$ cat src/rtl/cover_pkg.sv
// Shared constants and width helpers for the toggle
// coverage scheduler.
package cover_pkg;

  localparam int COVER_IDX_W = 64;

  function automatic int cnt_w(input int w);
    return (w < 1) ? 1 : $clog2(w + 1);
  endfunction

  function automatic int idx_w(input int w);
    return (w < 2) ? 1 : $clog2(w);
  endfunction

endpackage

$ cat src/rtl/cover_prio_enc.sv
// Lowest-set-bit priority encoder over a W-bit
// request vector.
module cover_prio_enc
  import cover_pkg::*;
#(
  parameter int W = 21
) (
  input  logic [W-1:0]         req,
  output logic                 found,
  output logic [idx_w(W)-1:0]  idx
);

  localparam int IW = idx_w(W);

  // scan high to low so the lowest set bit wins
  always_comb begin
    found = 1'b0;
    idx   = '0;
    for (int i = W - 1; i >= 0; i--) begin
      if (req[i]) begin
        found = 1'b1;
        idx   = IW'(i);
      end
    end
  end

endmodule

$ cat src/rtl/cover_toggle_sched.sv
// Toggle coverage scheduler: reports each hit point once
// per session through a back-to-back valid/ready stage.
module cover_toggle_sched
  import cover_pkg::*;
#(
  parameter int                     W           = 21,
  parameter logic [COVER_IDX_W-1:0] COVER_INDEX = '0
) (
  input  logic                    clock,
  input  logic                    reset,
  input  logic [W-1:0]            valid,
  input  logic                    enable,
  input  logic                    clear,
  output logic                    out_valid,
  input  logic                    out_ready,
  output logic [COVER_IDX_W-1:0]  out_index,
  output logic [cnt_w(W)-1:0]     hit_count,
  output logic                    all_covered
);

  localparam int IW = idx_w(W);
  localparam int CW = cnt_w(W);

  logic [W-1:0]  pend;
  logic [W-1:0]  done;
  logic [W-1:0]  hits;
  logic [W-1:0]  pick;
  logic [W-1:0]  pend_nxt;
  logic [W-1:0]  done_nxt;
  logic          found;
  logic [IW-1:0] idx;
  logic          take;
  logic          load;

  cover_prio_enc #(.W(W)) u_enc (
    .req   (pend),
    .found (found),
    .idx   (idx)
  );

  // new hits, handshake and pending/reported updates
  always_comb begin
    hits     = valid & ~done & {W{enable}};
    take     = out_valid & out_ready;
    load     = (~out_valid | out_ready) & found;
    pick     = '0;
    if (load) pick = W'(1) << idx;
    pend_nxt = (pend | hits) & ~pick;
    done_nxt = done | pick;
  end

  assign all_covered = (hit_count == CW'(W));

  // session state, output register and hit counter
  always_ff @(posedge clock) begin
    if (reset) begin
      pend      <= '0;
      done      <= '0;
      out_valid <= 1'b0;
      out_index <= '0;
      hit_count <= '0;
    end else if (clear) begin
      pend      <= '0;
      done      <= '0;
      out_valid <= 1'b0;
      out_index <= '0;
      hit_count <= '0;
    end else begin
      pend <= pend_nxt;
      done <= done_nxt;
      if (load) begin
        out_valid <= 1'b1;
        out_index <= COVER_INDEX +
          {{(COVER_IDX_W-IW){1'b0}}, idx};
      end else if (take) begin
        out_valid <= 1'b0;
      end
      if (take && hit_count != CW'(W))
        hit_count <= hit_count + 1'b1;
    end
  end

endmodule
$ cat config.mk
export PLATFORM = sky130hd
export DESIGN_NAME = cover_toggle_sched
export DESIGN_NICKNAME = d
export VERILOG_FILES = /design/src/rtl/cover_pkg.sv /design/src/rtl/cover_prio_enc.sv /design/src/rtl/cover_toggle_sched.sv
export SDC_FILE = /design/constraint.sdc
export NUM_CORES = 1
export LEC_CHECK = 0
export ABC_AREA = 0
export CAP_MARGIN = 25
export CORE_MARGIN = 1.5
export CORE_UTILIZATION = 51
export CTS_BUF_LIST = sky130_fd_sc_hd__clkbuf_2
export CTS_CLUSTER_DIAMETER = 100
export DETAILED_ROUTE_END_ITERATION = 8
export HOLD_SLACK_MARGIN = 0.03
export PLACE_DENSITY_LB_ADDON = 0.1
export SETUP_SLACK_MARGIN = 0.3
export SLEW_MARGIN = 10
export SYNTH_ARGS = -nofsm -noshare
export SYNTH_HDL_FRONTEND = slang
export SYNTH_SLANG_ARGS = --single-unit
export TNS_END_PERCENT = 20
$ cat constraint.sdc
create_clock -name clock -period 5.7 [get_ports clock]
set_clock_uncertainty 0.1 [all_clocks]
set_input_delay 1.71 -clock clock [delete_from_list [all_inputs] [get_ports clock]]
set_output_delay 1.71 -clock clock [all_outputs]
set_load 0.05 [all_outputs]
# Word-level counts from Yosys, hierarchy flattened
# Index checks and enable logic that the tools add are counted.
[classes]
add_sub_neg = 1
eq_ne = 2
shift = 1
muxes = 45
bitwise_logic = 11
reduce_logical = 3
[ops]
columns = ["cell", "n"]
rows = [
  ["$mux W5", 21],
  ["$and A21 B21 Y21", 3],
  ["$not A21 Y21", 2],
  ["$or A21 B21 Y21", 2],
  ["$mux W1", 23],
  ["$mux W21", 1],
  ["$shl A1 B5 Y21 const A", 1],
  ["$add A5 B1 Y5 const B", 1],
  ["$eq A5 B5 Y1 const B", 1],
  ["$ne A5 B5 Y1 const B", 1],
  ["$and A1 B1 Y1", 2],
  ["$reduce_bool A2 Y1", 1],
  ["$reduce_or A2 Y1", 1],
  ["$logic_and A1 B1 Y1", 1],
  ["$not A1 Y1", 1],
  ["$or A1 B1 Y1", 1],
]
[totals]
ff_bits = 53
input_bits = 26
out_inout_bits = 71
wordCells = 68

# Depth between registers and ports, before layout
# Gate-level depths: netlist (run 1).
[logic_depth]
depth_word = 25
mapped_depth = 7
mapped_depth_nobuf = 7

# Modules after synthesis
# From an unflattened synthesis (run 1), not the netlist that was laid out.
[unflattened]
hier_cells = 331
area_unflattened_um2 = 2875.3
[by_module_without_submodules]
columns = ["mod", "instances", "cells_per_inst", "area_per_inst_um2"]
rows = [
  ["cover_toggle_sched", 1, 290, 2641.3],
  ["cover_prio_enc", 1, 41, 234.0],
]

# Worst setup path before layout (run 1)
# OpenSTA, ideal clock, no wires.
[synth_timing]
path_type = "flip-flop to output port"
start = "reg hit_count[0]"
end = "out all_covered"
arrival_ps = 1424
path_slack_ps = 2466
stages_incl_launch_ff = 3
path_buffers = 0
path_cell_list = "dfxtp_1 > ha_1 > and4b_1"
[synth_via]
elab_chain_cells = 1
[synth_rtl]
columns = ["item", "line", "source"]
rows = [
  ["from (decl)", "cover_toggle_sched.sv:17", "output logic [cnt_w(W)-1:0] hit_count,"],
  ["from (signal assigned)", "cover_toggle_sched.sv:79", "hit_count <= hit_count + 1'b1;"],
  ["$eq A5 B5 Y1", "cover_toggle_sched.sv:52", "assign all_covered = (hit_count == CW'(W));"],
  ["to (decl)", "cover_toggle_sched.sv:18", "output logic all_covered"],
]
# Every way passes these cells.

# Worst setup path after layout (run 1)
# Ends and elaborated chain as after synthesis.

==> results of run 1 <==
-- worst paths after layout --
check	from	to	slack, ps	depth (start not counted)
worst max-delay path	hit_count[0]	all_covered	1810	3
worst min-delay path	done[7]	done[7]	380	2
worst max register to register	pend[7]	done[3]	3300	5
worst min register to register	done[7]	done[7]	380	2
-- stage by stage --
step	utilization (%)	instances	instance area (um^2)	worst slack (ps)	hold slack, ps
floorplan	-	400	3170	2470	321
global placement	56.2	437	3120	1910	330
CTS	57.2	446	3170	1780	378
finish	57.2	446	3170	1810	379
detailed placement	56.5	438	3130	2060	342
global route	57.2	446	3170	1670	408
-- cell usage after synthesis, types with 4 or more instances --
library cell | instances | area share (%)
sky130_fd_sc_hd__nand2_1 | 31 | 3.9
sky130_fd_sc_hd__a31oi_1 | 19 | 4.0
sky130_fd_sc_hd__dfxtp_1 | 53 | 36
sky130_fd_sc_hd__nor3_1 | 5 | 0.85
sky130_fd_sc_hd__a32o_1 | 17 | 5.8
sky130_fd_sc_hd__and2_1 | 4 | 0.85
sky130_fd_sc_hd__a21oi_1 | 9 | 1.5
sky130_fd_sc_hd__nor4_1 | 5 | 1.1
sky130_fd_sc_hd__o21ai_0 | 24 | 4.1
sky130_fd_sc_hd__clkbuf_1 | 9 | 1.1
sky130_fd_sc_hd__inv_1 | 5 | 0.64
sky130_fd_sc_hd__nor2_1 | 38 | 4.8
sky130_fd_sc_hd__nor2b_1 | 4 | 0.85
sky130_fd_sc_hd__buf_4 | 60 | 15
-- cells by family (layout without fill, tap and decap cells) --
| kind of cell | count (synthesis) | count (layout) | share of synthesized area (%) |
|---|---|---|---|
| other | 1 | 59 | 0.127 |
| and+or+nand+nor | 112 | 112 | 20.1 |
| buffers and inverters | 78 | 52 | 18.4 |
| xor gates and xnor gates | 4 | 4 | 1.19 |
| DFF | 53 | 53 | 36.0 |
| muxes | 1 | 1 | 0.339 |
| adders and majority gates | 2 | 2 | 0.848 |
| AOI/OAI and AO/OA | 91 | 91 | 23.0 |
-- cell type report --
cell class / instances / area, um^2 / area share (%)
Multi-Input combinational cell: 269 / 1570 / 49.5
Sequential cell: 53 / 1060 / 33.5
Timing Repair Buffer: 39 / 393 / 12.4
Tap cell: 72 / 90.1 / 2.84
Clock buffer: 5 / 25.0 / 0.790
Inverter: 5 / 18.8 / 0.592
Clock inverter: 3 / 12.5 / 0.395
-- critical path, stage by stage (launching register included) --
cell,delay [ps]
sky130_fd_sc_hd__dfxtp_1,480
sky130_fd_sc_hd__ha_1,170
sky130_fd_sc_hd__and4b_1,210
sky130_fd_sc_hd__clkdlybuf4s50_1,810
-- routing by layer --
metal  GRT usage [%]  share of wire, %  vias up
met5               0                 0        -
met4            6.14               1.1        0
met3            3.22               6.5        5
met2            31.5                44      114
met1            30.1                48     1185
li1                -                 -     1185
-- power groups by stage --
| stage | sequential, mW | clock [mW] | combinational [mW] |
|---|---|---|---|
| floorplan | 0.414 | 0 | 0.257 |
| global placement | 0.407 | 0 | 0.289 |
| detailed placement | 0.407 | 0 | 0.291 |
| CTS | 0.400 | 0.144 | 0.292 |
| global route | 0.403 | 0.162 | 0.314 |
| finish | 0.400 | 0.141 | 0.294 |
-- sequential cells by signal, summed over array words and instances, names as in the netlist --
signal     flops
done          21
hit_count      5
out_index      5
out_valid      1
pend          21
==> results, run 1 <==
- The flow ran to the end, and the final reports show no timing, DRC or antenna violations.
- The clock-pin transition on the worst setup and hold timing paths is 240 ps.
- The most common cell after layout, fill and taps aside is sky130_fd_sc_hd__conb_1.
- The via count of the first global-routing pass is 2,059.
- For this block, the via count after detailed routing is about 2,500.
- The required arrival time at the worst endpoint is just under 4000 ps.
- The maximum resistive drop on vdd is ~150 uV.
- After the first detailed-routing iteration, the DRC count stood at ~150.
- The maximum number of pins on one net before global-route repair is 22.
- Measured against its own limit, the worst slew margin works out to 43.0%.
- The leakage power is about 1.3 nW.
- The final count of pins violating max slew is 0.
- The global router's overall resource usage is around 21%.
- The TritonCTS clock tree is yes.
- Global routing finished with a remaining overflow of 0.
- The startpoint type of the worst setup path is a flop.
- The mean routed wirelength per cell is approximately 14 um.
- The count of flip-flops with a built-in enable after synthesis is 0.
- The type of the worst setup path is reg -> out.
- The die covers 0.00625 mm^2.
- For this run, design rule violations remaining after detail routing come to 0.
- The internal power is 0.485 mW.
- Leaving out fill and tap cells, the most frequent cells in the layout are sky130_fd_sc_hd__conb_1 (59), sky130_fd_sc_hd__dfxtp_1 (53), sky130_fd_sc_hd__nor2_1 (37), sky130_fd_sc_hd__clkdlybuf4s50_1 (37), sky130_fd_sc_hd__nand2_1 (31).
- Derived from the worst setup path, the maximum achievable clock frequency is 257 MHz.
- The final weighted congestion in routability-driven placement is just under 0.8.
- The clock passes through at most 2 buffers.
- The maximum level of the CTS H-tree is 2.
- The setup TNS is 0 ps.
- After detailed routing, the number of vias per cell comes to 5.58.
- Of the total power, the clock network draws 16.9%.
- The number of antenna violations at the first check in global routing is 0.
- Subtracting the final worst setup slack from the clock period gives between 3000 and 4000 ps.
- The share of final-layout standard cells stronger than drive strength 1 is 6.95%.
- During synthesis, Yosys emitted a total of 0 warnings.
- The wire length of the first global-routing pass is around 10,000 um.
- The area growth from synthesis to final layout is 7.38%.
- CTS saw 53 sinks.
- The number of hold buffers added after cts is 0.
- The combinational cell fraction of total power is 35.2%.
- The number of distinct library cell variants in the gate-level netlist after synthesis is 56.
- The cell at the root of the clock tree is sky130_fd_sc_hd__clkbuf_2.
- For the worst setup path, the data arrival time is 2080 ps.
- The final worst-path cycle share is 68.3%.
- The count of final hold-check violations is 0.
- The remaining antenna violation count after routing is 0.
- The clock reaches the later pin of the worst-skew pair after 430 ps.
- The port buffer count is 37.
- The number of flip-flops and latches in the synthesized netlist is 53.
- The category of the worst setup path capture point is a primary output.
- The number of gates resized after CTS is 0.
- For this configuration, the core starts out at a cell density of between 50% and 60%.
- In this run the power spent charging and discharging nets is around 0.35 mW.
- The synthesized area per cell is 8.63 um^2.
- Along the worst path, the maximum fanout reaches 5.
- The number of nets in the layout is 401.
- The switching power share of the total is 41.9%.
- The worst-margin pin slew is around 850 ps.
- Setup repair after global routing left no endpoint under its margin.
- The synthesized netlist cell count is 342.
- The floorplan has 27 rows.
- The final routed wirelength across all metal layers is 6360 um.
- The number of CTS-inserted buffers is 5.
- Once detailed placement completed, the half-perimeter wirelength came to ~4700 um.
- The die extent in x is 79.1 um.
- The proportion of synthesized chip area in sequential cells is 36.0%.
- For this run, asynchronously set or reset flops after synthesis account for 0%.
- Sequential cells burn 47.9% of the power.
- The number of setup buffers added after CTS is 0.
- The post-synth design cell area is 0.00295 mm^2.
- The worst min-delay path class is reg -> reg.
- The top-level I/O count is 97.
- The post-layout total power is ~0.83 mW.
- The floorplan step defined a core boundary enclosing 0.00554 mm^2.
- Setup violations remaining at the end of the flow were counted as 0.
- Across the run, the number of max-cap violations was 0.
- The most used flip-flop cell after synthesis is sky130_fd_sc_hd__dfxtp_1.
- From bottom edge to top edge, the die measures 79.1 um.
- The layout has 551 filler cells.
- The number of antenna diodes in the final layout is 0.
- The first detailed-routing pass took 5 iterations.
- Dividing total power by cell area gives a power density of around 260 mW/mm^2.
Power figures use the tool's default switching activity.
==> run 2, diff against run 1 <==
--- a/config.mk
+++ b/config.mk
@@ -8,7 +8,7 @@
 export ABC_AREA = 0
 export CAP_MARGIN = 25
 export CORE_MARGIN = 1.5
-export CORE_UTILIZATION = 51
+export CORE_UTILIZATION = 48
 export CTS_BUF_LIST = sky130_fd_sc_hd__clkbuf_2
 export CTS_CLUSTER_DIAMETER = 100
 export DETAILED_ROUTE_END_ITERATION = 8
==> constraint.sdc (replaced) <==
create_clock -name clock -period 4 [get_ports clock]
set_clock_uncertainty 0.1 [all_clocks]
set_input_delay 1.2 -clock clock [delete_from_list [all_inputs] [get_ports clock]]
set_output_delay 1.2 -clock clock [all_outputs]
set_load 0.05 [all_outputs]
==> run 2 against run 1 <==
  * Worst setup slack got worse by 1200 ps
  * Core utilization decreased by 3.4 points
  * Sequential share of layout area down 0.16 points
  * Routed wire length fell by 0.61%
  * Count of clock-buffer cells in the layout grew 1
  * Global-route usage decreased by 0.30 points
  * Die area increased by 6.0%
  * Via count decreased by 5.0%
  * Non-clock buffer count shrank 1
  * Design area is 0.47% higher
  * Combinational power increased by 40%
  * Critical path depth stayed put
  * Largest cell class unchanged
  * Largest power group unchanged
==> results, run 2 (same netlist as run 1, synthesis figures left out) <==
- The run finished with clean final reports.
- In this run the critical register-to-register path is captured at done[2].
- The final worst-path cycle share is between 80 and 90%.
- For hold timing, the worst endpoint is out_index[1].
- The worst-margin pin slew was 889 ps (+39.0 ps).
- The number of setup buffers added after CTS is 0 (unchanged).
- The worst register-to-register path begins at pend[7].
- The maximum level of the CTS H-tree is 2 (unchanged).
- The count of final hold-check violations is 0 (unchanged).
- Timing would allow up to 296 MHz.
- The port buffer count is 37 (unchanged).
- The worst setup path is of the reg -> out kind.
- The overall via count from detail_route was 2,365 (-5.0%).
- The number of hold buffers added after cts was 0 (unchanged).
- The total inserted antenna cells is 0 (unchanged).
- The internal power is 0.758 mW (+56%).
- The number of search-and-repair iterations in the first detailed-routing pass came to 5 (unchanged).
- The clock period minus final worst setup slack is between 3000 and 4000 ps.
- The maximum number of buffers from clock root to sink was 2 (unchanged).
- Setup repair after global routing left no endpoint under its margin.
- The number of antenna violations at the first check in global routing was 0 (unchanged).
- The share of final-layout standard cells stronger than drive strength 1 is 6.97% (+0.019 points).
- The launch instance of the worst min-delay path is out_index[1].
- The die area is 0.00663 mm^2 (+6.0%).
- The fill cell instance count of the final layout was 582 (+5.6%).
- The switching power share of the total is 39.3% (-2.5 points).
- The net switching power is 0.491 mW (+41%).
- The die height was 81.4 um (+3.0%).
- The critical path goes through ha_1 -> and4b_1 -> clkdlybuf4s50_1.
- The cell depth of the worst hold path is 2 (unchanged).
- The top cell types in the final layout, fill and taps aside, are sky130_fd_sc_hd__conb_1 (59), sky130_fd_sc_hd__dfxtp_1 (53), sky130_fd_sc_hd__nor2_1 (37), sky130_fd_sc_hd__clkdlybuf4s50_1 (37), sky130_fd_sc_hd__nand2_1 (31).
- The largest stage delay on the critical path is 800 ps (about the same).
- The number of standard-cell rows in the floorplan is 28 (+3.7%).
- The number of CTS-inserted buffers was 5 (unchanged).
- The final weighted congestion in routability-driven placement is 0.816 (+5.3%).
- The number of cells on the worst reg-to-reg path is 5 (unchanged).
- The initial DRC count is 133 (-14%).
- The data arrival time of the critical path is 2080 ps (about the same).
- The final routed wirelength across all metal layers was 6320 um (-0.61%).
- The maximum number of pins on one net before global-route repair was 46 (+110%).
- The detailed-route DRC error count was 0 (unchanged).
- The number of nets in the layout was 400 (-0.25%).
- The via count of the first global-routing pass is 2,157 (+4.8%).
- The global router's overall resource usage is 20.4% (-0.30 points).
- The starting density of the core is 49.8% (-3.4 points).
- The remaining antenna violation count after routing is 0 (unchanged).
- The post-layout total power was 1.25 mW (+50%).
- The top-level I/O count is 97 (unchanged).
- The slowest stage of the critical path belongs to the cell sky130_fd_sc_hd__clkdlybuf4s50_1.
- The area growth from synthesis to final layout is 7.89%.
- The share of total power in sequential cells is 45.6% (-2.3 points).
- The final count of pins violating max slew is 0 (unchanged).
- The clock network fraction of design power came to 21.3% (+4.4 points).
- The largest registers in the layout are done: 21 flops, pend: 21 flops.
- The placeable core region is 0.00592 mm^2 (+6.9%).
- The worst-case headroom to the max-slew limit is 40.4% (-2.6 points).
- The die extent in x is 81.4 um (+3.0%).
- Tracing the worst setup path back leads to its startpoint at hit_count[0].
- The leakage power was 1.27 nW (+0.44%).
- The maximum fanout along the worst path is 5 (unchanged).
- The number of gates resized after CTS is 0 (unchanged).
- The maximum resistive drop on vdd is 226 uV (+51%).
- The leftover overflow at the end of global routing came to 0 (unchanged).
- The clock-pin transition on the worst setup and hold timing paths is 230 ps (about the same).
- The most common cell after layout, fill and taps aside is sky130_fd_sc_hd__conb_1.
- The number of clock sinks is 53 (unchanged).
- The final-report setup violation count is 0 (unchanged).
- The via count normalized by instance count was 5.28 (-5.4%).
- The setup TNS is 0 ps (unchanged).
- The number of maximum-capacitance violations is 0 (unchanged).
- TritonCTS built the clock tree.
- The total half-perimeter wirelength after legalization and detailed placement was 4540 um (-2.6%).
- The combinational cell fraction of total power is 33.1% (-2.1 points).
- The power density over cell area is 393 mW/mm^2 (+49%).
- The worst setup path is captured at a primary output.
- The cell at the root of the clock tree is sky130_fd_sc_hd__clkbuf_2.
- The required arrival time at the worst endpoint is 2700 ps (-1190 ps).
- The mean routed wirelength per cell was 14.1 um (-1.1%).
- The wire length of the first global-routing pass came to 10,400 um (+2.1%).
- The minimum setup slack among reg-to-reg paths is 1540 ps (-1760 ps).
- The worst min-delay path class is reg -> reg.
- The clock latency on the worst-skew pair is 430 ps (about the same).
- The worst setup path is launched from a flop.
==> run 2: layer usage <==
layer | vias up | track usage [%] | wire length [um] | part of all wire [%]
met1 | 1079 | 28.3 | 2970 | 47
met5 | - | 0 | 0 | 0
met2 | 101 | 31.3 | 2850 | 45
li1 | 1174 | - | - | -
met4 | 0 | 6.55 | 95 | 1.5
met3 | 11 | 4.38 | 399 | 6.3
==> run 2: layout make-up <==
type                    instances  area (um^2)  share of cell area (%)
clock inverters                 2         33.8                    1.06
clock buffers                   6         30.0                   0.943
flip-flops and latches         53         1060                    33.3
inverters                       5         18.8                   0.590
well taps                      75         93.8                    2.95
multi-input cells             269         1570                    49.3
repair buffers                 38          378                    11.9
==> run 2: how the worst max path moves through the flow <==
stage | end
after floorplan | all_covered
after global placement | done[10]
after detailed placement | done[9]
after CTS | all_covered
after global routing | all_covered
final | all_covered
==> run 2: power by group through the flow <==
stage | registers, mW | logic, mW | clock network [mW]
after detailed placement | 0.580 | 0.412 | 0
after global routing | 0.573 | 0.449 | 0.295
after global placement | 0.579 | 0.412 | 0
after CTS | 0.570 | 0.413 | 0.274
final | 0.570 | 0.413 | 0.266
after floorplan | 0.591 | 0.366 | 0
==> run 2: critical path: cells and delay by family, from the launching register on <==
family | cells | cell delay, ps
adders and majority gates | 1 | 180
buffers and inverters | 1 | 800
DFF | 1 | 490
and+or+nand+nor | 1 | 200
==> run 2: stage by stage <==
stage	area, um^2	setup slack [ps]	cells	hold WS, ps	util (%)
2_1_floorplan	3170	1280	400	321	-
3_3_place_gp	3120	966	440	337	52.7
3_5_place_dp	3120	904	440	346	52.7
4_1_cts	3180	596	448	373	53.8
5_1_grt	3180	520	448	406	53.8
6_report	3180	619	448	370	53.8
